$ cat config.mk
export PLATFORM = sky130hd
export DESIGN_NAME = apr_fm_parity_check
export DESIGN_NICKNAME = d
export VERILOG_FILES = /design/src/rtl/apr_pkg.sv /design/src/rtl/fm_parity_tree.sv /design/src/rtl/apr_fm_parity_check.sv
export SDC_FILE = /design/constraint.sdc
export NUM_CORES = 1
export LEC_CHECK = 0
export CAP_MARGIN = 5
export CORE_ASPECT_RATIO = 0.9
export CORE_MARGIN = 8
export CORE_UTILIZATION = 42
export CTS_CLUSTER_SIZE = 25
export DETAILED_ROUTE_END_ITERATION = 10
export HOLD_SLACK_MARGIN = 0.05
export PLACE_DENSITY = 0.84
export SLEW_MARGIN = 20
export SYNTH_ARGS = -nofsm -noshare
export SYNTH_HDL_FRONTEND = slang
export SYNTH_SLANG_ARGS = --single-unit
export TNS_END_PERCENT = 1
$ cat constraint.sdc
create_clock -name clk_apr_h -period 1.15 [get_ports clk_apr_h]
set_input_delay 0.1725 -clock clk_apr_h [delete_from_list [all_inputs] [get_ports clk_apr_h]]
set_output_delay 0.1725 -clock clk_apr_h [all_outputs]
set_load 0.01 [all_outputs]
$ cat src/rtl/apr_pkg.sv
// Shared types and constants for the APR fast-memory parity checker.
package apr_pkg;

  // Captured AC location: block in the upper bits, address in the lower.
  typedef struct packed {
    logic [2:0] blk;
    logic [3:0] adr;
  } fm_addr_t;

  // Bit positions inside the 16-bit diag readout word.
  localparam int unsigned DIAG_ERR     = 15;
  localparam int unsigned DIAG_OVF     = 14;
  localparam int unsigned DIAG_CNT_LSB = 10;
  localparam int unsigned DIAG_BLK_LSB = 7;
  localparam int unsigned DIAG_ADR_LSB = 3;

  // Saturation value of the error counter.
  localparam int unsigned CNT_MAX = 15;

endpackage : apr_pkg

$ cat src/rtl/fm_parity_tree.sv
// XOR reduction across the EDP slice parities (36 data bits total).
module fm_parity_tree #(
  parameter int unsigned N_SLICES = 6
) (
  input  logic [N_SLICES-1:0] slice_par_i,
  output logic                parity_o
);

  assign parity_o = ^slice_par_i;

endmodule : fm_parity_tree

$ cat src/rtl/apr_fm_parity_check.sv
// Fast-memory parity generator/checker with error latch, counter,
// interrupt request and diag readout.
module apr_fm_parity_check
  import apr_pkg::*;
#(
  parameter int unsigned N_SLICES = 6,
  parameter int unsigned CNT_W    = 4
) (
  input  logic                clk_apr_h,
  input  logic                apr_reset_l,
  input  logic [N_SLICES-1:0] edp_fm_parity_h,
  input  logic                fm_parity_rd_h,
  input  logic                con_fm_read_h,
  input  logic                con_fm_write_l,
  input  logic [2:0]          apr_fm_block_h,
  input  logic [3:0]          apr_fm_adr_h,
  input  logic                apr_fm_par_en_h,
  input  logic                apr_clr_err_h,
  input  logic                apr_intr_ack_h,
  input  logic                diag_read_func_13x_h,
  output logic                fm_parity_wr_h,
  output logic                apr_fm_par_err_h,
  output logic                apr_fm_par_intr_h,
  output logic [15:0]         diag_data_h
);

  localparam logic [CNT_W-1:0] CntSat = CNT_W'(CNT_MAX);

  logic             rst_meta_q, rst_sync_q;
  logic             tree_par;
  logic             bad;
  logic             pv_q, pv_d;
  fm_addr_t         padr_q, padr_d;
  logic             err_q, err_d;
  logic             ovf_q, ovf_d;
  logic [CNT_W-1:0] cnt_q, cnt_d;
  fm_addr_t         addr_q, addr_d;
  logic             intr_q, intr_d;
  logic [15:0]      diag_q, diag_d;

  // Reset synchronizer: asynchronous assert, release aligned to the clock.
  always_ff @(posedge clk_apr_h or negedge apr_reset_l) begin
    if (!apr_reset_l) begin
      rst_meta_q <= 1'b0;
      rst_sync_q <= 1'b0;
    end else begin
      rst_meta_q <= 1'b1;
      rst_sync_q <= rst_meta_q;
    end
  end

  // One parity tree serves both write generation and read checking.
  fm_parity_tree #(.N_SLICES(N_SLICES)) u_tree (
    .slice_par_i (edp_fm_parity_h),
    .parity_o    (tree_par)
  );

  assign fm_parity_wr_h = ~tree_par;

  // Read in flight one clock ago; total parity with the stored bit must be odd.
  // The bad strobe is registered directly into the error latch, so the event
  // becomes visible two clocks after the read.
  assign bad = pv_q & apr_fm_par_en_h & ~(tree_par ^ fm_parity_rd_h);

  // Read pipe stage: flag a read cycle and hold its location.
  always_comb begin
    pv_d   = con_fm_read_h & con_fm_write_l;
    padr_d = padr_q;
    if (pv_d) begin
      padr_d.blk = apr_fm_block_h;
      padr_d.adr = apr_fm_adr_h;
    end
  end

  // Error latch, counter and interrupt; an event overrides a coincident clear/ack.
  always_comb begin
    err_d  = err_q;
    ovf_d  = ovf_q;
    cnt_d  = cnt_q;
    addr_d = addr_q;
    intr_d = intr_q;
    if (bad) begin
      err_d  = 1'b1;
      intr_d = 1'b1;
      if (apr_clr_err_h) begin
        cnt_d  = CNT_W'(1);
        ovf_d  = 1'b0;
        addr_d = padr_q;
      end else begin
        if (!err_q) begin
          addr_d = padr_q;
        end
        if (cnt_q == CntSat) begin
          ovf_d = 1'b1;
        end else begin
          cnt_d = cnt_q + 1'b1;
        end
      end
    end else if (apr_clr_err_h) begin
      err_d  = 1'b0;
      ovf_d  = 1'b0;
      cnt_d  = '0;
      addr_d = '0;
      intr_d = 1'b0;
    end else if (apr_intr_ack_h) begin
      intr_d = 1'b0;
    end
  end

  // Diag word assembly; zero when not selected.
  always_comb begin
    diag_d = '0;
    if (diag_read_func_13x_h) begin
      diag_d[DIAG_ERR]                   = err_q;
      diag_d[DIAG_OVF]                   = ovf_q;
      diag_d[DIAG_CNT_LSB +: CNT_W]      = cnt_q;
      diag_d[DIAG_BLK_LSB +: 3]          = addr_q.blk;
      diag_d[DIAG_ADR_LSB +: 4]          = addr_q.adr;
    end
  end

  // State registers.
  always_ff @(posedge clk_apr_h or negedge rst_sync_q) begin
    if (!rst_sync_q) begin
      pv_q   <= 1'b0;
      padr_q <= '0;
      err_q  <= 1'b0;
      ovf_q  <= 1'b0;
      cnt_q  <= '0;
      addr_q <= '0;
      intr_q <= 1'b0;
      diag_q <= '0;
    end else begin
      pv_q   <= pv_d;
      padr_q <= padr_d;
      err_q  <= err_d;
      ovf_q  <= ovf_d;
      cnt_q  <= cnt_d;
      addr_q <= addr_d;
      intr_q <= intr_d;
      diag_q <= diag_d;
    end
  end

  assign apr_fm_par_err_h  = err_q;
  assign apr_fm_par_intr_h = intr_q;
  assign diag_data_h       = diag_q;

endmodule : apr_fm_parity_check

==> results.md <==
Outcome:
- The run finished, with violations left.
- The final reports fail on setup timing.

Synthesis:
- Of the total synthesized cell area, the portion taken by XOR and XNOR cells is 0.0867.
- The async set-or-reset flop fraction in the synthesized netlist is 1.00.
- The synthesized netlist contains 28 unique library cells.
- Yosys attributes the largest share of cell area to sky130_fd_sc_hd__dfrtp_1 61%, sky130_fd_sc_hd__mux2_2 5.9%, sky130_fd_sc_hd__and2_1 5.7%.
- For this run, the leading register cell type out of synthesis is sky130_fd_sc_hd__dfrtp_1.
- The dominant cell type by area after synthesis is sky130_fd_sc_hd__dfrtp_1.
- The dominant cell by count in the synthesized netlist is sky130_fd_sc_hd__dfrtp_1.
- The post-synthesis sequential area ratio is 0.605.
- The register bit count reported by yosys is 37.
- The compound-gate portion of the synthesized area came to 0.0670.
- The number of warnings issued by yosys is 0.
- Sorting the synthesized cells by how often they occur yields 37 x sky130_fd_sc_hd__dfrtp_1, 14 x sky130_fd_sc_hd__and2_1, 8 x sky130_fd_sc_hd__mux2_2.
- The number of synthesized flops with an enable pin is 0.
- The share of synthesized area in the top cell type comes to 0.605.
- The fraction of the mapped netlist area in simple logic gates is 0.131.
- Of the total synthesized cell area, the portion taken by full adders, half adders and majority gates is 0.00818.
- The summed instance area of the synthesized netlist is 1530 um2.
- Synthesis produced 115 cells.
- The portion of synthesized area spent on multiplexers is 0.0654.
- The post-synthesis area per instance is 13.3 um2.
- The largest family of logic cells by synthesized area is simple AND/OR/NAND/NOR gates.

GRT:
- The initial antenna violation count is 0.
- The pin count of the biggest net entering global routing is 30.
- The global-route congestion overflow total is 0.
- The first global-routing pass estimated 5470 um of wire.
- The overall fraction of global-route tracks in use is 0.125.
- The number of global-route vias before repair was 1160.

Worst setup path:
- Measured in cells, the most critical reg-to-reg path has a length of 5.
- STA classifies the critical path startpoint as an input pin.
- The category of the worst setup path capture point is a register.
- The worst path required time is 1330 ps.
- The highest fanout seen on the critical path is 7.
- The arrival time of data at the critical path endpoint is 1530 ps.
- The critical path in this run is classified as input pin to register.

Clock network:
- Counting every sink on the clock net gives 37.
- The largest buffer count on any clock path is 2.
- Clock-pin slew was measured on the worst setup and hold paths at 70 ps.
- The number of buffers created by CTS is 5.
- The master cell of the clock root buffer is sky130_fd_sc_hd__clkbuf_8.
- The clock latency at the later pin of the worst-skew pair is 290 ps.
- TritonCTS built the clock tree.
- In this run the number of H-tree levels came out at 2.

Route:
- The via density per instance is 4.68.
- The detailed-router iteration count before antenna repair is 4.
- For this run, design rule violations remaining after detail routing come to 0.
- The overall routed net length is 3410 um.
- The number of routed nets with antenna violations is 0.
- In this run, the number of DRC markers left after iteration 0 of detailed routing was 71.
- Dividing the detail-routed wire length by the instance count gives 15.5 um.
- The routed via count is 1026.

Timing:
- The final worst-path setup slack is -205 ps.
- The number of hold-slack violations in the final timing report is 0.
- Setup repair after global routing could not meet its margin everywhere.
- For this run, the top clock speed supported by timing is 0.738 GHz.
- The max-slew violation count is 0.
- Counting I/O delays and the setup requirement, the final critical path takes 1360 ps.
- In the finished design, the share of the clock period the worst path needs comes to 1.18.
- The number of endpoints failing setup at the final stage is 15.
- On the final layout, the worst clock skew is 5.23 ps.

Final layout:
- The post-route standard cell area excluding fillers is 2210 um2.
- The finished layout holds 219 standard cells, fillers aside.
- The area growth from synthesis to layout is 44.6%.
- The net count of the finished layout is 198.
- The number of antenna diodes is 0.
- Of the cells placed in the final design, the portion with a size suffix greater than 1 is 0.331.

Die:
- The core region area is 3430 um2.
- The floorplan step set the die width to 79.6 um.
- The initial core utilization is 0.446.
- In this run the count of I/O pins placed on the die edge is 41.
- After floorplanning, the core was divided into 20 placement rows.
- The die covers 5830 um2.
- The height of the chip is 73.3 um.

Pwr:
- The power density normalized to cell area is 1380 nW/um2.
- In this run the static leakage power is 0.00114 uW.
- The peak supply drop is 0.878 mV.

Placed design:
- The detailed placement HPWL is 2530 um.
- The count of buffers inserted at the top-level ports is 37.
- The global placer's final weighted congestion is 0.749.
- After detailed placement, the design holds a cell count of 206.
- The placed instances occupy a cell area of 2040 um2.

Worst hold path:
- In this run the worst hold path is classified as register to async pin.

Run:
- The number of max-cap violations is 0.
cell usage in the layout (no fill, tap or decap), types with 4 or more instances in the layout:
cell type / netlist / layout
sky130_fd_sc_hd__a22o_1: 7 / 7
sky130_fd_sc_hd__and2_1: 14 / 14
sky130_fd_sc_hd__buf_4: 3 / 17
sky130_fd_sc_hd__clkbuf_2: 0 / 4
sky130_fd_sc_hd__clkbuf_8: 0 / 5
sky130_fd_sc_hd__clkdlybuf4s50_1: 0 / 14
sky130_fd_sc_hd__conb_1: 2 / 4
sky130_fd_sc_hd__dfrtp_1: 37 / 37
sky130_fd_sc_hd__dlygate4sd2_1: 0 / 13
sky130_fd_sc_hd__mux2_2: 8 / 7
sky130_fd_sc_hd__nand2_1: 7 / 5
sky130_fd_sc_hd__nor2_1: 6 / 6
metrics by stage:
| step | util | worst slack (ps) | setup TNS [ps] | total power, uW | hold WS [ps] |
|---|---|---|---|---|---|
| 5_1_grt | 0.646 | -245 | -2680 | 3180 | 166 |
| 6_report | 0.646 | -205 | -1990 | 3060 | 136 |
| 3_5_place_dp | 0.596 | -847 | -12440 | 1980 | 144 |
| 3_3_place_gp | 0.596 | -808 | -11750 | 1950 | 134 |
| 2_1_floorplan | - | -353 | -3190 | 1730 | -123 |
| 4_1_cts | 0.645 | -327 | -3720 | 3080 | 145 |
cell families (layout without fill, tap and decap cells):
group | Yosys count | in the layout
flip-flops | 37 | 37
buffers and inverters | 8 | 66
AND/OR/NAND/NOR | 37 | 37
multiplexers | 9 | 9
other | 2 | 4
XOR/XNOR | 8 | 8
AO/OA/AOI/OAI | 13 | 13
adder cells (fa/ha/maj) | 1 | 1
routing by layer:
metal / track usage / vias up / wire length [um]
li1: - / 497 / -
met1: 0.128 / 495 / 1330
met2: 0.222 / 28 / 1840
met3: 0.0524 / 6 / 202
met4: 0.0431 / 0 / 27
met5: 0 / - / 0
power breakdown:
group | switching (uW) | internal (uW) | total, uW
combinational | 237 | 322 | 558
sequential | 56.0 | 1390 | 1450
clock | 425 | 629 | 1050
sequential cells by signal, summed over array words and instances (netlist names):
name / count
padr_q: 7
apr_fm_par_err_h: 1
ovf_q: 1
diag_data_h: 13
rst_meta_q: 1
pv_q: 1
addr_q: 7
cnt_q: 4
rst_sync_q: 1
apr_fm_par_intr_h: 1
critical path, stage by stage:
cell	delay (ps)
sky130_fd_sc_hd__clkbuf_2	110
sky130_fd_sc_hd__xnor2_2	200
sky130_fd_sc_hd__buf_4	140
sky130_fd_sc_hd__xor3_2	470
sky130_fd_sc_hd__and3_4	220
sky130_fd_sc_hd__a22o_1	220
timing repair:
action / in CTS / in global routing
resized for setup: 46 / 14
setup endpoints to repair: 30 / 17
buffers inserted: 4 / 1
hold buffers: 1 / 0
endpoints found under the hold margin: 2 / 0
pin swaps: 17 / 8
final timing paths:
check / to / start / slack, ps
min in group clk_apr_h: rst_sync_q / rst_meta_q / 360
min: pv_q / rst_sync_q / 140
min reg2reg: pv_q / rst_sync_q / 140
max in group asynchronous: rst_meta_q / apr_reset_l / 450
max reg2reg: cnt_q[3] / cnt_q[1] / -200
max: addr_q[5] / edp_fm_parity_h[3] / -210
cell type report:
cell class / count / area, um2
fill: 251 / 1210
sequential: 37 / 926
multi-input combinational: 72 / 624
timing repair buffer: 57 / 497
clock buffer: 5 / 68.8
tap: 44 / 55.1
clock inverter: 2 / 35.0
inverter: 2 / 7.51
No activity file was read; power rests on OpenSTA's default activity.
